<file path="src/rtl/venera_periph_timer.sv">
// Peripheral-bus responder: prescaled down-counter timer, GPIO, status, ID.
// Reads complete RD_LATENCY cycles after the strobe with a one-cycle done pulse.
module venera_periph_timer #(
  parameter logic [7:0] BASE_ADDR  = 8'h10,
  parameter int         RD_LATENCY = 1
) (
  input  logic       i_clk,
  input  logic       i_reset,
  input  logic       i_p_wr_strobe,
  input  logic       i_p_rd_strobe,
  input  logic [7:0] i_p_addr,
  input  logic [7:0] i_p_din,
  output logic [7:0] o_p_dout,
  output logic       o_p_rd_done,
  input  logic [7:0] i_gpio,
  output logic [7:0] o_gpio,
  output logic       o_irq
);

  localparam logic [7:0] ID_VAL = 8'hA5;
  localparam int         LAST   = RD_LATENCY - 1;

  logic [2:0] ctrl;
  logic [7:0] reload;
  logic [7:0] count;
  logic       expired;
  logic [7:0] gpio_out;
  logic [7:0] gpio_s1;
  logic [7:0] gpio_s2;
  logic [7:0] prescale;
  logic [7:0] ps;

  logic       hit;
  logic [2:0] off;
  logic       wr_ctrl;
  logic       wr_reload;
  logic       wr_count;
  logic       wr_status;
  logic       wr_gpio;
  logic       wr_pre;
  logic       tick;
  logic       expire_set;
  logic [7:0] rdata;
  logic       rd_pending;
  logic       rd_acc;

  logic [LAST:0] pv;
  logic [7:0]    pd [RD_LATENCY];
  logic [7:0]    dout_q;

  assign hit = i_p_addr[7:3] == BASE_ADDR[7:3];
  assign off = i_p_addr[2:0];

  assign wr_ctrl   = i_p_wr_strobe && hit && off == 3'd0;
  assign wr_reload = i_p_wr_strobe && hit && off == 3'd1;
  assign wr_count  = i_p_wr_strobe && hit && off == 3'd2;
  assign wr_status = i_p_wr_strobe && hit && off == 3'd3;
  assign wr_gpio   = i_p_wr_strobe && hit && off == 3'd4;
  assign wr_pre    = i_p_wr_strobe && hit && off == 3'd6;

  assign tick       = ctrl[0] && ps == prescale;
  assign expire_set = tick && count == 8'd1 && !wr_count;

  always_comb begin
    rdata = 8'h00;
    unique case (off)
      3'd0: rdata = {5'b0, ctrl};
      3'd1: rdata = reload;
      3'd2: rdata = count;
      3'd3: rdata = {7'b0, expired};
      3'd4: rdata = gpio_out;
      3'd5: rdata = gpio_s2;
      3'd6: rdata = prescale;
      3'd7: rdata = ID_VAL;
    endcase
  end

  // The done cycle still counts as pending, so back-to-back strobes are dropped.
  assign rd_pending = |pv;
  assign rd_acc     = i_p_rd_strobe && hit && !rd_pending;

  always_ff @(posedge i_clk) begin
    if (i_reset) begin
      ctrl     <= '0;
      reload   <= '0;
      prescale <= '0;
      gpio_out <= '0;
      gpio_s1  <= '0;
      gpio_s2  <= '0;
    end else begin
      gpio_s1 <= i_gpio;
      gpio_s2 <= gpio_s1;
      if (wr_ctrl)   ctrl     <= i_p_din[2:0];
      if (wr_reload) reload   <= i_p_din;
      if (wr_pre)    prescale <= i_p_din;
      if (wr_gpio)   gpio_out <= i_p_din;
    end
  end

  always_ff @(posedge i_clk) begin
    if (i_reset) begin
      ps      <= '0;
      count   <= '0;
      expired <= 1'b0;
    end else begin
      if (wr_count)
        ps <= '0;
      else if (ctrl[0])
        ps <= tick ? 8'd0 : ps + 8'd1;

      if (wr_count)
        count <= i_p_din;
      else if (tick) begin
        if (count > 8'd1)
          count <= count - 8'd1;
        else if (count == 8'd1)
          count <= ctrl[1] ? reload : 8'd0;
      end

      if (expire_set)
        expired <= 1'b1;
      else if (wr_status && i_p_din[0])
        expired <= 1'b0;
    end
  end

  always_ff @(posedge i_clk) begin
    if (i_reset) begin
      pv     <= '0;
      dout_q <= '0;
      for (int i = 0; i < RD_LATENCY; i++)
        pd[i] <= '0;
    end else begin
      pv[0] <= rd_acc;
      pd[0] <= rdata;
      for (int i = 1; i < RD_LATENCY; i++) begin
        pv[i] <= pv[i-1];
        pd[i] <= pd[i-1];
      end
      if (pv[LAST])
        dout_q <= pd[LAST];
    end
  end

  assign o_p_rd_done = pv[LAST];
  assign o_p_dout    = pv[LAST] ? pd[LAST] : dout_q;
  assign o_gpio      = gpio_out;
  assign o_irq       = expired && ctrl[2];

endmodule

</file>
<file path="config.mk">
export PLATFORM = sky130hd
export DESIGN_NAME = venera_periph_timer
export DESIGN_NICKNAME = d
export VERILOG_FILES = /design/src/rtl/venera_periph_timer.sv
export SDC_FILE = /design/constraint.sdc
export NUM_CORES = 1
export LEC_CHECK = 0
export ABC_CLOCK_PERIOD_IN_PS = 4300
export BUFFER_PORTS_ARGS = -buffer_cell sky130_fd_sc_hd__buf_4
export CORE_AREA = 2 2 93 77
export DETAILED_ROUTE_END_ITERATION = 12
export DIE_AREA = 0 0 95 79
export GPL_ROUTABILITY_DRIVEN = 0
export PLACE_DENSITY = 0.75
export SYNTH_ARGS = -nofsm -noshare
export SYNTH_HDL_FRONTEND = slang
export SYNTH_SLANG_ARGS = --single-unit
</file>
<file path="constraint.sdc">
create_clock -name i_clk -period 4.3 [get_ports i_clk]
set_input_delay 1.075 -clock i_clk [delete_from_list [all_inputs] [get_ports i_clk]]
set_output_delay 1.075 -clock i_clk [all_outputs]
set_load 0.1 [all_outputs]
</file>
Word level (Yosys, flattened, before mapping) --
Memories as Yosys holds them, arrays and structs flattened. Cells that the tools add are included.
Word-level totals: register bits after elaboration 69, latch bits 0, RAM bits 8, ROM bits 0, input bits 28, output and inout bits 18, word-level logic and storage cells 63, memories 1
Memory list:
- pd | words 1, bits a word 8, read ports 1, clocked after memory_dff 0, wr ports 1, RTL line 48 | logic [7:0] pd [RD_LATENCY];
Cells by class: add/sub/neg operators 2, multiply operators 0, divide/modulo/power cells 0, $lt $le $gt $ge 1, equality and inequality tests 10, shifts and indexed selects 0, muxes and demuxes 15, bitwise operators 0, reductions and logical operators 23
Operator list (count):
- $mux W8 | 8
- $pmux W8 S8 | 1
- $logic_and A1 B1 Y1 | 14
- $eq A3 B3 Y1 const B | 4
- $add A8 B1 Y8 const B | 1
- $eq A8 B1 Y1 const B | 1
- $eq A8 B8 Y1 | 1
- $gt A8 B1 Y1 const B | 1
- $reduce_or A8 Y1 | 1
- $sub A8 B1 Y8 const B | 1
- $eq A3 B2 Y1 const B | 2
- $mux W1 | 6
- $eq A5 B2 Y1 const B | 1
- $reduce_bool A2 Y1 | 2
- $eq A3 B1 Y1 const B | 1
- $logic_not A3 Y1 | 1
- $reduce_bool A3 Y1 | 1
- $logic_not A1 Y1 | 2
- $reduce_and A2 Y1 | 1
- $reduce_or A2 Y1 | 1

Logic depth before layout (Yosys ltp) --
Gate-level depths: netlist (run 1).
depth after elaboration 6, gate-level depth with buffers 8, depth with buffers taken out 7

Least setup slack after synthesis (run 1) --
No wires, ideal clock.
path type reg2out, start point reg pv (netlist: o_p_rd_done), end point out o_p_dout[0], arrival time 1895 ps, data required time 3225 ps, path slack 1330 ps, cell stages (with the launch flop) 3, buffers on the path 1, cells stage by stage dfxtp_1 -> clkbuf_1 -> mux2_2
On the way: longest elaborated chain between the ends 1
RTL lines:
- start, declared | RTL line 47 | logic [LAST:0] pv;
- start signal, assigned by index | RTL line 137 | pv[i] <= pv[i-1];
- $mux W8
- end, declared | RTL line 13 | output logic [7:0] o_p_dout,
Every way passes these cells.

Final worst setup path (run 1) --
start point in i_p_addr[6], end point reg gpio_out[6] (netlist: o_gpio[6])
On the way: longest elaborated chain between the ends 3
RTL lines:
- start, declared | RTL line 11 | input logic [7:0] i_p_addr,
- $eq A5 B2 Y1 | RTL line 51 | assign hit = i_p_addr[7:3] == BASE_ADDR[7:3];
- $logic_and A1 B1 Y1 (2 in a row) | RTL line 58 | assign wr_gpio = i_p_wr_strobe && hit && off == 3'd4;
- end signal, assigned | RTL line 96 | if (wr_gpio) gpio_out <= i_p_din;
- end, declared | RTL line 27 | logic [7:0] gpio_out;
Every way passes these cells. A chain may end at the register's enable or synchronous reset.

==> summary.md, run 1 <==
| Metric | Value |
|---|---|
| Status | `finished clean` |
| Syn Area/Cell | `between 9 and 10 sq um` |
| Final Hold Fails | `0` |
| Core Box Area | `6660 sq um` |
| PostCTS Resize Cnt | `0` |
| Dpl hpwl | `6.15 mm` |
| 1st-pass router iterations | `6` |
| CTS Buffer Depth | `2` |
| Root Buffer | `clkbuf_8` |
| PnR worst setup slack | `1.48 ns` |
| Sw Ratio | `between 20% and 30%` |
| Post-Syn Nets | `401` |
| R2R cell count | `7` |
| Final TNS setup | `0 ns` |
| Initial antenna violation count | `0` |
| Worst-skew pair later-pin latency | `roughly 0.35 ns` |
| Area grow syn2layout | `16.7%` |
| Clk pwr share | `41.8%` |
| Final setup violation count | `0` |
| Clk sink count | `between 70 and 80` |
| Worst Hold Class | `flip-flop to flip-flop` |
| Synth Area in Adders | `1.07%` |
| Comb power frac | `5.9%` |
| Clock Skews | `around 0.012 ns` |
| EDFF count, synth | `0` |
| Tcrit/Tclk final | `between 60% and 70%` |
| FF-to-FF setup slack | `between 2 and 2.5 ns` |
| Num ports | `46` |
| Initial Util | `52.5%` |
| Simple-gate share of the synthesized area | `21.5%` |
| Ys flop type | `dfxtp_1` |
| XOR/XNOR share of the synthesized area | `under 10%` |
| CTS buffer count | `9` |
| Register area share after synthesis | `between 40% and 50%` |
| CTS tree | `built` |
| Setup CP Type | `primary input to flip-flop` |
| First-pass GRT wire length | `13.8 mm` |
| Reg power frac | `between 50% and 60%` |
| DR iter-0 viols | `272` |
| Die Wd | `95 microns` |
| Gr usage total | `24.4%` |
| Post-synth cell types | `54` |
| CP endpoint kind | `flip-flop` |
| NetSw | `0.000350 W` |
| Ys Warns | `0` |
| WHS Path Cells | `1` |
| Main combinational cell family by area after synthesis | `simple AND/OR/NAND/NOR gates` |
| Grt ovf | `0` |
| Largest net degree at the start of global routing | `58` |
| FMAX | `between 0.3 and 0.4 GHz` |
| Async set-reset flop share out of synthesis | `0%` |
| Post-CTS Repair Setup Buffers | `0` |
| Final wirelength | `8.56 mm` |
| Antenna Cells | `0` |
| Slew Limit Headroom | `approximately half` |
| Via density | `about 5.8` |
| Die Span Y | `79 microns` |
| I/O Buffers | `45` |
| PwrDens | `around 340 nW/um^2` |
| Slew at the pin closest to its max-slew limit | `~0.74 ns` |
| Post-layout min period | `~2.8 ns` |
| Setup WS pre-CTS | `~1.2 ns` |
| Slew Limit Fails | `0` |
| Layout cells sized above 1 | `a little under 20%` |
| Critical path launch point | `i_p_addr[6]` |
| RSZ-0062 raised after global routing | `false` |
| Hold Buf Count CTS | `0` |
| Type of element launching the critical path | `primary input` |
| FF-to-FF End | `count[2]` |
| Multiplexer share of the synthesized area | `between 15 and 20%` |
| Max VDD drop | `roughly 0.28 mV` |
| WL/cell | `17.2 microns` |
| DRT antenna net count | `0` |
| Worst-path clk slew | `about 0.09 ns` |
| H-tree depth | `3` |
| Vias in the first global route | `2,711` |
| Static Leak | `roughly 1.8 nW` |
| Site row count | `27` |
| Mapped Cells | `370` |
| Crit path to | `o_gpio[6]` |
| Flops & latches, synth | `77` |
| Maxcap violations | `0` |
| Critical path required time | `approximately 4.5 ns` |
| Mapped Area | `3490 sq um` |
| Internal | `around 0.0010 W` |
| Die Area | `roughly 7500 sq um` |
| Post-layout net count | `between 400 and 500` |
| Compound-cell area share of the yosys netlist | `10.1%` |
| Critical Path AT | `between 3 and 4 ns` |
| R2R Path Start | `count[0]` |
| DRC | `0` |
| Via count | `around 2,900` |
| Largest fanout on the critical path | `8` |
## power by group through the flow
| stage | registers (W) | clock network, W | logic [W] |
|---|---|---|---|
| after CTS | 0.000727 | 0.000588 | 0.0000811 |
| final | 0.000727 | 0.000580 | 0.0000823 |
| after floorplan | 0.000743 | 0 | 0.0000429 |
| after detailed placement | 0.000744 | 0 | 0.0000808 |
| after global placement | 0.000743 | 0 | 0.0000799 |
| after global routing | 0.000728 | 0.000622 | 0.0000883 |
## per-stage QoR
stage                     power, W  instance area (sq um)  util [%]  hold slack [ns]  instances
final                      0.00139                   4080      61.2            0.449        498
after global routing       0.00144                   4080      61.2            0.462        498
after CTS                  0.00140                   4080      61.2            0.446        498
after detailed placement  0.000824                   3860      58.0            0.424        482
after global placement    0.000823                   3860      58.0            0.418        482
after floorplan           0.000785                   3490         -            0.414        370
## logic make-up after synthesis
| kind of cell | Yosys count |
|---|---|
| buffers and inverters | 28 |
| AO/OA/AOI/OAI | 50 |
| XOR/XNOR | 16 |
| multiplexers | 54 |
| flip-flops | 77 |
| AND/OR/NAND/NOR | 142 |
| adder cells (fa/ha/maj) | 3 |
## routing by layer
metal / global-route usage, % / part of all wire, % / up-vias / routed length (microns)
met5: 0 / 0 / - / 0
met4: 7.83 / 1.7 / 0 / 149
met3: 5.50 / 7.5 / 14 / 644
met2: 36.6 / 44 / 120 / 3730
met1: 34.8 / 47 / 1348 / 4040
li1: - / - / 1387 / -
## placed cells by master (no fill, tap or decap), types with 4 or more instances in the layout
cell | Yosys | final
dfxtp_1 | 77 | 77
buf_4 | 0 | 46
nor2_1 | 44 | 44
mux2i_1 | 40 | 40
nand2_1 | 22 | 22
nor2b_1 | 20 | 20
mux2_2 | 14 | 14
xnor2_1 | 11 | 11
and2_1 | 10 | 10
a21oi_1 | 9 | 9
clkbuf_8 | 0 | 9
inv_1 | 7 | 7
nand3_1 | 7 | 7
o21ai_1 | 7 | 7
a221oi_1 | 6 | 6
nor3_1 | 5 | 5
a211oi_1 | 5 | 5
xor2_1 | 5 | 5
nand4_1 | 4 | 4
nor4_1 | 4 | 4
or3_1 | 4 | 4
## cell type report
cell class	count	area (sq um)
fill	532	2580
multi-input combinational	265	1840
sequential	77	1540
timing repair buffer	46	345
clock buffer	9	124
tap	87	109
clock inverter	7	91.3
inverter	7	26.3
## synthesized netlist by cell type (2+ instances only)
master / n / share of area [%]
dfxtp_1: 77 / 44
nor2_1: 44 / 4.7
mux2i_1: 40 / 11
nand2_1: 22 / 2.4
nor2b_1: 20 / 3.6
clkbuf_1: 16 / 1.7
mux2_2: 14 / 4.5
xnor2_1: 11 / 2.8
and2_1: 10 / 1.8
a21oi_1: 9 / 1.3
inv_1: 7 / 0.75
nand3_1: 7 / 1.0
o21ai_1: 7 / 1.0
a221oi_1: 6 / 1.5
a211oi_1: 5 / 1.1
nor3_1: 5 / 0.72
xor2_1: 5 / 1.3
nand4_1: 4 / 0.72
nor4_1: 4 / 0.72
or3_1: 4 / 0.72
a22oi_1: 3 / 0.64
buf_1: 3 / 0.32
ha_1: 3 / 1.1
nand2b_1: 3 / 0.54
o21ai_0: 3 / 0.43
o22ai_1: 3 / 0.54
or4_1: 3 / 0.64
and4_1: 2 / 0.50
nand3b_1: 2 / 0.43
nand4b_1: 2 / 0.50
nor4b_1: 2 / 0.50
o22a_1: 2 / 0.50
## worst max-delay path, cell delays in order
cell and delay [ns]:
buf_4 0.11, nor3_1 0.50, nand4b_1 0.29, or4b_1 0.77, mux2i_1 0.24, nor2_1 0.05
## sequential cells by signal (all words and copies together) (netlist names), 3 cells and up
name	count
count	8
ctrl	3
dout_q	8
gpio_s1	8
gpio_s2	8
o_gpio	8
pd	8
prescale	8
ps	8
reload	8
## how the worst min path moves through the flow
stage / from / endpoint / slack (ns)
floorplan: gpio_s1[0] / gpio_s2[0] / 0.41
global route: gpio_s1[6] / gpio_s2[6] / 0.46
CTS: gpio_s1[6] / gpio_s2[6] / 0.45
detailed placement: gpio_s1[6] / gpio_s2[6] / 0.42
global placement: gpio_s1[4] / gpio_s2[4] / 0.42
finish: gpio_s1[6] / gpio_s2[6] / 0.45
(Power assumes the default switching activity.)
==> inputs of run 2 (changes only) <==
ABC_CLOCK_PERIOD_IN_PS = 2700   (was 4300)
clock period = 2.7 ns   (was 4.3 ns; I/O delays follow)
==> summary.md, run 2 (synthesis gave the netlist of run 1 again) <==
| Metric | Value |
|---|---|
| Status | `finished clean` |
| Max VDD drop | `0.370 mV (+34%)` |
| Clk sink count | `77 (unchanged)` |
| Tcrit/Tclk final | `between 80 and 90%` |
| Gr usage total | `25.2% (+0.83 points)` |
| CTS Buffer Depth | `2 (unchanged)` |
| Final Hold Fails | `0 (unchanged)` |
| Slew at the pin closest to its max-slew limit | `0.664 ns (-0.0797 ns)` |
| Initial antenna violation count | `0 (unchanged)` |
| H-tree depth | `3 (unchanged)` |
| # placed instances | `487 (+1.0%)` |
| Hold slack | `0.442 ns (-0.00715 ns)` |
| Slew Limit Fails | `0 (unchanged)` |
| Type of element launching the critical path | `flip-flop` |
| Final wirelength | `8.78 mm (+2.6%)` |
| Slew Limit Headroom | `55.5% (+5.5 points)` |
| DRC | `0 (unchanged)` |
| I/O Buffers | `45 (unchanged)` |
| Grt ovf | `0 (unchanged)` |
| Setup WS pre-CTS | `0.208 ns (-0.959 ns)` |
| Worst-path clk slew | `0.09 ns (about the same)` |
| Via count | `2,914 (+1.6%)` |
| Worst-skew pair later-pin latency | `0.36 ns (about the same)` |
| Area grow syn2layout | `18.4%` |
| Final setup violation count | `0 (unchanged)` |
| Final Util | `62.2% (+0.94 points)` |
| R2R Path Start | `count[2]` |
| Die Wd | `95 microns (unchanged)` |
| PwrDens | `560 nW/um^2 (+64%)` |
| RSZ-0062 raised after global routing | `false` |
| Antenna Cells | `0 (unchanged)` |
| Layout cells sized above 1 | `20.7% (+0.97 points)` |
| Via density | `5.79 (+0.56%)` |
| Worst Hold Class | `flip-flop to flip-flop` |
| CTS buffer count | `9 (unchanged)` |
| FMAX | `around 0.44 GHz` |
| DRT antenna net count | `0 (unchanged)` |
| Min-delay src | `gpio_s1[2]` |
| PostCTS Resize Cnt | `0 (unchanged)` |
| Maxcap violations | `0 (unchanged)` |
| Vias in the first global route | `2,736 (+0.92%)` |
| Critical path required time | `2.03 ns (-2.48 ns)` |
| Num ports | `46 (unchanged)` |
| Die Area | `7510 sq um (unchanged)` |
| PnR worst setup slack | `0.449 ns (-1.03 ns)` |
| Core Box Area | `6660 sq um (unchanged)` |
| Site row count | `27 (unchanged)` |
| Die Span Y | `79 microns (unchanged)` |
| Post-CTS Repair Setup Buffers | `0 (unchanged)` |
| Most common cell after layout, fill and taps aside | `dfxtp_1` |
| 1st-pass router iterations | `5 (-1)` |
| Final TNS setup | `0 ns (unchanged)` |
| Setup CP Type | `flip-flop to primary output` |
| Static Leak | `1.83 nW (+2.3%)` |
| Post-layout min period | `about 2.3 ns` |
| Clock Skews | `0.00977 ns (-0.00244 ns)` |
| Root Buffer | `clkbuf_8` |
| Post-layout net count | `442 (+1.1%)` |
| Critical Path AT | `1.58 ns (-1.46 ns)` |
| CP endpoint kind | `primary output` |
| Initial Util | `52.5% (unchanged)` |
| Most frequent cells in the layout | `77 x dfxtp_1, 51 x buf_4, 44 x nor2_1` |
| Largest net degree at the start of global routing | `32 (-45%)` |
| Hold Buf Count CTS | `0 (unchanged)` |
| DR iter-0 viols | `272 (unchanged)` |
| Largest fanout on the critical path | `10 (+2)` |
| First-pass GRT wire length | `14.1 mm (+2.0%)` |
| Critical path launch point | `o_p_rd_done` |
| WL/cell | `17.5 microns (+1.6%)` |
| Non-Filler Instances | `503 (+1.0%)` |
| Dpl hpwl | `6.30 mm (+2.5%)` |
| CTS tree | `built` |
run 2: cell types whose count changed in the layout (fill, tap and decap cells not counted):
cell and delta:
inv_8 +1, buf_4 +5, inv_6 -1, bufinv_16 +1, clkinvlp_4 -1
run 2: metrics by stage:
stage	power, W	cell area, sq um
after floorplan	0.00125	3490
after global placement	0.00131	3900
after detailed placement	0.00132	3900
after CTS	0.00233	4140
after global routing	0.00239	4140
final	0.00232	4140
run 2: final cells by class:
cell class | count | area, sq um
clock buffers | 9 | 124
repair buffers | 51 | 383
well taps | 87 | 109
clock inverters | 7 | 116
flip-flops and latches | 77 | 1540
inverters | 7 | 26.3
fillers | 556 | 2520
multi-input cells | 265 | 1840
run 2: power breakdown:
| group | total [W] | internal (W) | switching (W) |
|---|---|---|---|
| Combinational | 0.000135 | 0.0000560 | 0.0000789 |
| Clock | 0.00102 | 0.000545 | 0.000479 |
| Sequential | 0.00116 | 0.00115 | 0.00000526 |
| Total | 0.00232 | 0.00175 | 0.000563 |
run 2: worst paths after layout:
kind,end,slack [ns],depth (start not counted)
max,o_p_dout[3],0.45,2
min,gpio_s2[2],0.44,1
max reg2reg,count[7],0.52,5
min reg2reg,gpio_s2[2],0.44,1
run 2: critical path, cell delays in order (launching register included):
cell     delay [ns]
dfxtp_1        0.58
mux2_2         0.40
buf_4          0.24
run 2: per-layer routing:
metal / vias to the layer above / wire length (microns) / GRT usage [%]
met5: - / 0 / 0
met4: 0 / 184 / 8.70
li1: 1396 / - / -
met3: 18 / 660 / 6.45
met2: 117 / 3890 / 37.4
met1: 1383 / 4050 / 35.6
